===== src/rtl/bus_master_if.sv =====
// bus_master_if: single-outstanding bus master that stalls the core while it requests, strobes and waits on a shared bus.
// Define BUS_MASTER_TIMEOUT_EN to abort accesses whose slave never answers; the default build waits indefinitely.
module bus_master_if (
  input  logic        clk,
  input  logic        reset,
  input  logic        cpu_req,
  input  logic        cpu_rw,
  input  logic [29:0] cpu_addr,
  input  logic [31:0] cpu_wr_data,
  output logic [31:0] cpu_rd_data,
  output logic        cpu_busy,
  output logic        cpu_done,
  output logic        cpu_err,
  output logic        bus_req_n,
  input  logic        bus_grnt_n,
  output logic [29:0] bus_addr,
  output logic        bus_as_n,
  output logic        bus_rw,
  output logic [31:0] bus_wr_data,
  input  logic [31:0] bus_rd_data,
  input  logic        bus_rdy_n
);

  typedef enum logic [1:0] {IDLE, REQ, ACCESS, WAIT} state_e;

  state_e      state_q, state_d;
  logic [29:0] addr_q, addr_d;
  logic        rw_q, rw_d;
  logic [31:0] wdata_q, wdata_d;
  logic [31:0] cpu_rd_data_q, cpu_rd_data_d;
  logic        cpu_busy_q, cpu_busy_d;
  logic        cpu_done_q, cpu_done_d;
  logic        bus_req_n_q, bus_req_n_d;
  logic        bus_as_n_q, bus_as_n_d;
  logic        bus_rw_q, bus_rw_d;
  logic [29:0] bus_addr_q, bus_addr_d;
  logic [31:0] bus_wr_data_q, bus_wr_data_d;
  logic        in_access;
  logic        rdy;
  logic        timeout;

  assign in_access = (state_q == ACCESS) || (state_q == WAIT);
  assign rdy       = in_access && !bus_rdy_n;

`ifdef BUS_MASTER_TIMEOUT_EN
  logic [7:0] tmo_cnt_q, tmo_cnt_d;
  logic       cpu_err_q, cpu_err_d;

  // A ready slave always wins over an expiring counter in the same cycle.
  assign timeout   = in_access && bus_rdy_n && (tmo_cnt_q == 8'd255);
  assign cpu_err_d = timeout;

  always_comb begin
    tmo_cnt_d = tmo_cnt_q;
    if ((state_q == REQ) && !bus_grnt_n) begin
      tmo_cnt_d = 8'd0;
    end else if (in_access && bus_rdy_n && (tmo_cnt_q != 8'd255)) begin
      tmo_cnt_d = tmo_cnt_q + 8'd1;
    end
  end

  always_ff @(posedge clk or negedge reset) begin
    if (!reset) begin
      tmo_cnt_q <= 8'd0;
      cpu_err_q <= 1'b0;
    end else begin
      tmo_cnt_q <= tmo_cnt_d;
      cpu_err_q <= cpu_err_d;
    end
  end

  assign cpu_err = cpu_err_q;
`else
  assign timeout = 1'b0;
  assign cpu_err = 1'b0;
`endif

  always_ff @(posedge clk or negedge reset) begin
    if (!reset) begin
      state_q       <= IDLE;
      addr_q        <= '0;
      rw_q          <= 1'b1;
      wdata_q       <= '0;
      cpu_rd_data_q <= '0;
      cpu_busy_q    <= 1'b0;
      cpu_done_q    <= 1'b0;
      bus_req_n_q   <= 1'b1;
      bus_as_n_q    <= 1'b1;
      bus_rw_q      <= 1'b1;
      bus_addr_q    <= '0;
      bus_wr_data_q <= '0;
    end else begin
      state_q       <= state_d;
      addr_q        <= addr_d;
      rw_q          <= rw_d;
      wdata_q       <= wdata_d;
      cpu_rd_data_q <= cpu_rd_data_d;
      cpu_busy_q    <= cpu_busy_d;
      cpu_done_q    <= cpu_done_d;
      bus_req_n_q   <= bus_req_n_d;
      bus_as_n_q    <= bus_as_n_d;
      bus_rw_q      <= bus_rw_d;
      bus_addr_q    <= bus_addr_d;
      bus_wr_data_q <= bus_wr_data_d;
    end
  end

  // Completion always lands in IDLE, so a request held through cpu_done is only taken one cycle later.
  always_comb begin
    state_d = state_q;
    case (state_q)
      IDLE:        if (cpu_req) state_d = REQ;
      REQ:         if (!bus_grnt_n) state_d = ACCESS;
      ACCESS, WAIT: begin
        if (rdy || timeout) state_d = IDLE;
        else                state_d = WAIT;
      end
      default:     state_d = IDLE;
    endcase
  end

  // Outputs are computed from the next state so every port comes straight from a flop.
  always_comb begin
    addr_d        = addr_q;
    rw_d          = rw_q;
    wdata_d       = wdata_q;
    if ((state_q == IDLE) && cpu_req) begin
      addr_d  = cpu_addr;
      rw_d    = cpu_rw;
      wdata_d = cpu_wr_data;
    end

    cpu_busy_d    = (state_d != IDLE);
    bus_req_n_d   = (state_d == IDLE);
    bus_as_n_d    = (state_d != ACCESS);
    cpu_done_d    = in_access && (rdy || timeout);
    cpu_rd_data_d = (rdy && rw_q) ? bus_rd_data : cpu_rd_data_q;

    bus_addr_d    = '0;
    bus_rw_d      = 1'b1;
    bus_wr_data_d = '0;
    if ((state_d == ACCESS) || (state_d == WAIT)) begin
      bus_addr_d    = addr_q;
      bus_rw_d      = rw_q;
      bus_wr_data_d = wdata_q;
    end
  end

  assign cpu_rd_data = cpu_rd_data_q;
  assign cpu_busy    = cpu_busy_q;
  assign cpu_done    = cpu_done_q;
  assign bus_req_n   = bus_req_n_q;
  assign bus_as_n    = bus_as_n_q;
  assign bus_rw      = bus_rw_q;
  assign bus_addr    = bus_addr_q;
  assign bus_wr_data = bus_wr_data_q;

endmodule


===== config.mk =====
export PLATFORM = sky130hd
export DESIGN_NAME = bus_master_if
export DESIGN_NICKNAME = d
export VERILOG_FILES = /design/src/rtl/bus_master_if.sv
export SDC_FILE = /design/constraint.sdc
export NUM_CORES = 1
export LEC_CHECK = 0
export CORE_MARGIN = 4
export CORE_UTILIZATION = 54
export CTS_CLUSTER_DIAMETER = 200
export DETAILED_ROUTE_END_ITERATION = 6
export DONT_BUFFER_PORTS = 1
export MAX_ROUTING_LAYER = met4
export PLACE_DENSITY = 0.8
export SLEW_MARGIN = 5
export SYNTH_ARGS = -nofsm -noshare
export SYNTH_HDL_FRONTEND = slang
export SYNTH_SLANG_ARGS = --single-unit

===== constraint.sdc =====
create_clock -name clk -period 1.5 [get_ports clk]
set_clock_uncertainty 0.2 [all_clocks]
set_input_delay 0.375 -clock clk [delete_from_list [all_inputs] [get_ports clk]]
set_output_delay 0.375 -clock clk [all_outputs]
set_load 0.02 [all_outputs]

# Word-level counts from Yosys, hierarchy flattened
# Cells that the tools add are included.
# W data, S select, Z words.
[word_totals]
regBits = 164
[op_classes]
eq_ne = 6
n_mux = 7
reduce_logical = 11
[op_table]
columns = ["cell", "n"]
rows = [
  ["$mux W32", 1],
  ["$mux W30", 1],
  ["$eq A2 B2 Y1 const B", 4],
  ["$mux W2", 3],
  ["$pmux W2 S3", 1],
  ["$logic_and A1 B1 Y1", 4],
  ["$logic_not A2 Y1", 2],
  ["$eq A2 B1 Y1 const B", 1],
  ["$logic_or A1 B1 Y1", 2],
  ["$ne A2 B2 Y1 const B", 1],
  ["$reduce_bool A2 Y1", 1],
  ["$reduce_or A2 Y1", 1],
  ["$logic_not A1 Y1", 1],
  ["$mux W1", 1],
]

# Depth between registers and ports, before layout
# Gate-level depths: netlist of the first run.
[depth]
ltp_word = 8
ltp_mapped = 5

# Worst setup path after synthesis of the first run
# OpenSTA, ideal clock, no wires.
[synth_path]
path_kind = "register to register"
from = "register state_q[1]"
to = "register addr_q[0]"
t_arrival_ns = 1.301
path_slack_ns = -0.126
path_stages_with_launch = 6
n_path_buf = 3
synth_period_minus_slack_ns = 1.626
path_cell_list = "dfrtp_1 buf_6 nor3b_1 buf_4 buf_6 mux2_2"
[synth_between]
elab_chain_cells = 2
[synth_rtl]
columns = ["element", "line_no", "rtl"]
rows = [
  ["start, declared", "26", "state_e state_q, state_d;"],
  ["start signal, assigned", "93", "state_q <= state_d;"],
  ["$logic_not A2 Y1", "127", "if ((state_q == IDLE) && cpu_req) begin"],
  ["$logic_and A1 B1 Y1", "127", ""],
  ["end signal, assigned", "94", "addr_q <= addr_d;"],
  ["end, declared", "27", "logic [29:0] addr_q, addr_d;"],
]
# Every way passes these cells.
# A chain may end at the register's enable or synchronous reset.

# Worst setup path in the final report of the first run
[layout_path]
from = "register state_q[1]"
to = "register bus_addr_q[17] (netlist: bus_addr[17])"
[layout_between]
elab_chain_cells = 8
elab_cells_between_ends = 15
classes_between = "5 x eq/ne; 5 x mux; 5 x reduce/logical"
[layout_rtl]
columns = ["element", "line_no", "rtl"]
rows = [
  ["$eq A2 B2 Y1", "42, 111", ""],
  ["$logic_or A1 B1 Y1", "42", "assign in_access = (state_q == ACCESS) || (state_q == WAIT);"],
  ["$logic_and A1 B1 Y1", "43", "assign rdy = in_access && !bus_rdy_n;"],
  ["$mux W2", "115", "if (rdy || timeout) state_d = IDLE;"],
  ["$pmux W2 S3 *", "111", "case (state_q)"],
  ["$eq A2 B2 Y1", "142", "if ((state_d == ACCESS) || (state_d == WAIT)) begin"],
  ["$logic_or A1 B1 Y1 *", "142", ""],
  ["$mux W30 *", "142", ""],
  ["net bus_addr_d[17]", "36", "logic [29:0] bus_addr_q, bus_addr_d;"],
  ["end signal, assigned", "103", "bus_addr_q <= bus_addr_d;"],
  ["end, declared", "36", ""],
]
# The timed path passes the listed nets; every way through them passes the cells marked *.

==> metrics.txt, run 1 <==
fraction of final layout cells with drive strength greater than 1=0.635; post-detailed-route via-to-cell ratio=5.61; result of the run=complete, but fails checks; sort of element at the start of the critical path=flop; fin. max-slew vios=0; post-synthesis area per instance=16.6 um2; total iterations of the first detailed-routing run=4; CTS HTree Levels=4; placement-stage worst setup slack=-0.197 ns; combined flip-flop and latch cell area=0.00423 mm2; Hold Slack=-0.661 ns; die span in y=113 um; CP Max Fanout=5; clock sink count=164; Synth-to-Final Area Change=47.5%; starting density of the core=0.550; number of warnings printed during yosys synthesis=0; final sum of negative setup slack=-29.05 ns; Arrival @ worst endpoint=1.97 ns; first-pass GRT wire length=24.6 mm; Die Footprint=0.0128 mm2; post-synthesis cell area=0.00596 mm2; crit end category=flop; slack of the worst reg-to-reg path=-0.22 ns; total design power=19.8 mW; Post-layout nets=589; Final Routed Wirelength=17.3 mm; CTS Root Buffer Type=sky130_fd_sc_hd__clkbuf_8; combined area of the multi-input logic cells=0.00220 mm2; data required time of the critical path=1.75 ns; number of endpoints with negative hold slack in the final report=164; worst-case setup margin in the final layout=-0.221 ns; DRC violations left=0; reported leakage power=3.91 nW; clock tree from TritonCTS=yes; total track usage=0.273; # hold bufs at CTS=98; die span in x=113 um; number of cells on the worst reg-to-reg path=5; highest achievable clock rate=581 MHz; maximum VDD drop=1.34 mV; half-perimeter wire length of the detailed placement result=7.91 mm; weighted congestion reported at the end of routability-driven placement=0.754; DRT iter0 DRCs=209; total power divided by cell area=2250 mW/mm2; net count of the mapped netlist=460; failing checks=negative hold slack, negative setup slack; count of cell types in the netlist=24; antenna violation net count after detailed routing=0; leading cell type in the layout, fill and taps excluded=sky130_fd_sc_hd__dlygate4sd3_1; Max Cap Viol=0; largest net degree at the start of global routing=165; launch instance of the worst register-to-register path=state_q[1]; Period minus WS final=1.72 ns; clock-pin slew of the registers on the worst-case setup and hold paths=0.07 ns; Placeable Area=0.0108 mm2; Cell Rows=38; post-synthesis sequential area ratio=0.689; Critical Setup Path Class=reg2reg; Ports=200; cell count after synthesis=360; Critical Path Sink=bus_addr[17]; number of clock buffers inserted by TritonCTS=17; endpoints failing setup=259; unrepaired setup endpoints after global routing=yes; Period Utilization, post-route=1.15; vias in the first global route=4042; launching element of the worst setup path=state_q[1]; Clock Path Buffers=2; via count of the routed design=3608; number of buffers added on ports=0; commonest cells after routing, fill and taps aside=sky130_fd_sc_hd__dlygate4sd3_1, sky130_fd_sc_hd__mux2_4, sky130_fd_sc_hd__dfrtp_2; average routed wire per standard cell=27.0 um; global route overflow=0; Worst R2R End=bus_addr[17]; number of antenna violations at the first check in global routing=0; flop and latch count out of synthesis=164; number of filler instances in the final layout=516; class of the tightest hold or removal check=in2async; insertion delay of the later-clocked pin in the worst-skew pair=0.53 ns
[worst min path at each step]
| stage | slack [ns] | depth (start not counted) | to | startpoint |
|---|---|---|---|---|
| CTS | -0.69 | 0 | wdata_q[26] | reset |
| floorplan | -0.12 | 0 | addr_q[0] | reset |
| global route | -0.69 | 0 | bus_wr_data[27] | reset |
| global placement | -0.12 | 0 | addr_q[20] | reset |
| detailed placement | -0.12 | 0 | addr_q[23] | reset |
| finish | -0.66 | 0 | wdata_q[28] | reset |
[timing repair]
item / 4_1_cts / 5_1_grt
endpoints found under the hold margin: 265 / 164
cloned: 13 / 3
gates resized for setup: 220 / 50
pin swaps: 2 / 7
setup endpoints to repair: 257 / 259
buffers inserted: 13 / 3
[flip-flops by register name (all words and copies together), names as in the netlist]
name and flops:
wdata_q 32, bus_as_n 1, bus_rw 1, addr_q 30, rw_q 1, cpu_rd_data 32
bus_wr_data 32, bus_addr 30, bus_req_n 1, state_q 2, cpu_done 1, cpu_busy 1
[Yosys cell counts]
master	n	area, um2
sky130_fd_sc_hd__dfstp_2	4	105
sky130_fd_sc_hd__nor2_1	1	3.75
sky130_fd_sc_hd__buf_2	3	15.0
sky130_fd_sc_hd__nor2b_1	1	6.26
sky130_fd_sc_hd__a21oi_1	1	5.00
sky130_fd_sc_hd__a21boi_0	14	105
sky130_fd_sc_hd__clkbuf_2	1	5.00
sky130_fd_sc_hd__nor3b_1	1	7.51
sky130_fd_sc_hd__buf_6	13	146
sky130_fd_sc_hd__conb_1	1	3.75
sky130_fd_sc_hd__dfrtp_1	160	4000
sky130_fd_sc_hd__clkbuf_1	6	22.5
sky130_fd_sc_hd__buf_4	2	15.0
sky130_fd_sc_hd__inv_1	1	3.75
sky130_fd_sc_hd__nand3b_1	1	7.51
sky130_fd_sc_hd__or3b_4	1	11.3
sky130_fd_sc_hd__nor3_1	1	5.00
sky130_fd_sc_hd__mux2_2	95	1070
sky130_fd_sc_hd__a21boi_1	40	300
sky130_fd_sc_hd__a21boi_2	8	90.1
sky130_fd_sc_hd__nand2_1	2	7.51
sky130_fd_sc_hd__a21o_1	1	7.51
sky130_fd_sc_hd__or2_2	1	6.26
sky130_fd_sc_hd__mux2i_1	1	10.0
[per-stage QoR]
stage	instances	util	area, um2	hold slack, ns
after floorplan	360	-	6000	-0.121
after global placement	489	0.566	6130	-0.116
after CTS	643	0.803	8700	-0.689
after global routing	642	0.811	8790	-0.693
after detailed placement	489	0.566	6130	-0.116
final	643	0.811	8800	-0.661
[logic make-up after synthesis]
logic type             share of synthesized area
and+or+nand+nor                          0.00923
muxes                                      0.181
DFF                                        0.689
other                                   0.000629
AOI/OAI and AO/OA                         0.0852
buffers and inverters                     0.0348
[critical path, cell delays in order, from the launching register on]
cell and delay, ns:
sky130_fd_sc_hd__dfrtp_2 0.43, sky130_fd_sc_hd__buf_6 0.13, sky130_fd_sc_hd__or3b_4 0.44, sky130_fd_sc_hd__buf_12 0.17, sky130_fd_sc_hd__buf_16 0.13, sky130_fd_sc_hd__a21boi_2 0.13
[final cells by class]
type                       count  area share
antenna                        1    0.000284
clock buffer                  19      0.0502
clock inverter                13      0.0178
inverter                       1    0.000427
multi-input combinational    171       0.250
sequential                   164       0.480
tap                          140      0.0199
timing repair buffer         134       0.181
[routing by layer]
layer,up-vias,GRT usage,part of all wire,routed length (um)
li1,1520,-,-,-
met1,1880,0.313,0.39,6770
met2,179,0.462,0.52,8930
met3,29,0.0786,0.074,1290
met4,0,0.0946,0.020,343
met5,-,-,0,0
[power breakdown]
| part | total [mW] | internal, mW | switching [mW] |
|---|---|---|---|
| logic | 5.90 | 3.85 | 2.05 |
| clock network | 4.38 | 2.62 | 1.76 |
| registers | 9.51 | 6.71 | 2.80 |
| total | 19.8 | 13.2 | 6.62 |
Note: power is estimated with default switching activity, not from simulation.
==> inputs of run 2 (changes only) <==
CORE_UTILIZATION = 41   (was 54)
PLACE_DENSITY = 0.65   (was 0.8)
==> metrics.txt, run 2 (synthesis gave the netlist of run 1 again) <==
result of the run=complete, but fails checks; failing checks=negative hold slack, negative setup slack; slack of the worst reg-to-reg path=-0.21 ns; Cell Rows=43; CTS Root Buffer Type=sky130_fd_sc_hd__clkbuf_16; via count of the routed design=3434; Post-layout nets=581; Clock Path Buffers=2; clock sink count=164; Ports=200; Period minus WS final=1.71 ns; largest net degree at the start of global routing=165; die span in y=129 um; data required time of the critical path=1.64 ns; highest achievable clock rate=584 MHz; diodes inserted=0; class of the tightest hold or removal check=in2async; leading cell type in the layout, fill and taps excluded=sky130_fd_sc_hd__dfrtp_1; Hold Slack=-0.550 ns; # hold bufs at CTS=98; first-pass GRT wire length=20.5 mm; Final Routed Wirelength=15.1 mm; number of filler instances in the final layout=966; number of placed cells counting well taps=526; total design power=18.9 mW; crit end category=flop; number of buffers added on ports=0; global route overflow=0; Synth-to-Final Area Change=43.0%; reported leakage power=3.79 nW; fin. max-slew vios=0; worst-case setup margin in the final layout=-0.213 ns; average routed wire per standard cell=22.5 um; CTS HTree Levels=4; vias in the first global route=3754; DRT iter0 DRCs=139; Placeable Area=0.0140 mm2; maximum VDD drop=1.01 mV; die span in x=129 um; number of antenna violations at the first check in global routing=0; unrepaired setup endpoints after global routing=yes; critical-path cell list=buf_4 > or3b_4 > clkbuf_16 > a21boi_2; number of clock buffers inserted by TritonCTS=17; clock-pin slew of the registers on the worst-case setup and hold paths=0.06 ns; antenna violation net count after detailed routing=0; total track usage=0.170; combined area of the multi-input logic cells=0.00204 mm2; Crit path largest cell delay=0.48 ns; DRC violations left=0; insertion delay of the later-clocked pin in the worst-skew pair=0.42 ns; fraction of final layout cells with drive strength greater than 1=0.478; Max Cap Viol=0; weighted congestion reported at the end of routability-driven placement=0.734; Arrival @ worst endpoint=1.85 ns; launch instance of the worst register-to-register path=state_q[1]; combined flip-flop and latch cell area=0.00414 mm2; total power divided by cell area=2210 mW/mm2; count of placed standard cells in the final layout, fillers left out=674; half-perimeter wire length of the detailed placement result=7.85 mm; Die Footprint=0.0165 mm2; CP Max Fanout=9; slowest CP cell=sky130_fd_sc_hd__or3b_4; Period Utilization, post-route=1.14; clock tree from TritonCTS=yes; launching element of the worst setup path=state_q[1]; starting density of the core=0.425; endpoints failing setup=163; total iterations of the first detailed-routing run=4; commonest cells after routing, fill and taps aside=sky130_fd_sc_hd__dfrtp_1, sky130_fd_sc_hd__dlygate4sd3_1, sky130_fd_sc_hd__mux2_4; Critical Setup Path Class=reg2reg; final sum of negative setup slack=-24.06 ns; number of endpoints with negative hold slack in the final report=164; sort of element at the start of the critical path=flop; post-detailed-route via-to-cell ratio=5.09
-- run 2: metal layers --
| layer | up-vias | track usage | part of all wire |
|---|---|---|---|
| met1 | 1752 | 0.201 | 0.42 |
| li1 | 1497 | - | - |
| met5 | - | - | 0 |
| met4 | 0 | 0.0568 | 0.015 |
| met3 | 18 | 0.0764 | 0.093 |
| met2 | 167 | 0.262 | 0.48 |
-- run 2: worst max-delay path: cells and delay by family, from the launching register on --
| kind | cells | cell delay (ns) |
|---|---|---|
| buf+inv | 2 | 0.37 |
| compound gates | 1 | 0.15 |
| simple gates | 1 | 0.48 |
| flops | 1 | 0.42 |
-- run 2: path summary, 6_finish.rpt --
check / to / depth (start not counted)
max in group asynchronous: bus_as_n / 0
setup reg to reg: bus_wr_data[24] / 4
hold / removal: cpu_rd_data[25] / 0
hold reg to reg: addr_q[14] / 1
min in group clk: bus_rw / 2
setup / recovery: bus_wr_data[24] / 4
-- run 2: per-stage QoR --
stage                     hold WS, ns   util  setup slack, ns  instance area [um2]
final                          -0.550  0.607           -0.213                 8530
after global routing           -0.582  0.607           -0.248                 8530
after CTS                      -0.577  0.572           -0.168                 8040
after detailed placement       -0.117  0.438           -0.222                 6150
after global placement         -0.115  0.438           -0.184                 6150
after floorplan                -0.121      -          -0.0874                 6000
-- run 2: timing repair --
action | in CTS | in global routing
endpoints found under the setup margin | 138 | 180
gates cloned | 2 | 10
hold endpoints to repair | 262 | 164
buffers inserted | 3 | 3
pin swaps | 1 | 1
resized for setup | 69 | 80
-- run 2: power breakdown --
part / internal (mW) / switching, mW / total, mW / leakage, nW
Combinational: 3.31 / 1.77 / 5.08 / 1.48
Clock: 2.85 / 1.77 / 4.62 / 0.305
Sequential: 6.54 / 2.63 / 9.16 / 2.00
Total: 12.7 / 6.17 / 18.9 / 3.79
-- run 2: final cells by class --
cell class	instances	share of cell area
clock inverters	14	0.0233
multi-input cells	170	0.240
clock buffers	18	0.0515
flip-flops and latches	164	0.485
inverters	1	0.000440
repair buffers	127	0.174
well taps	180	0.0264
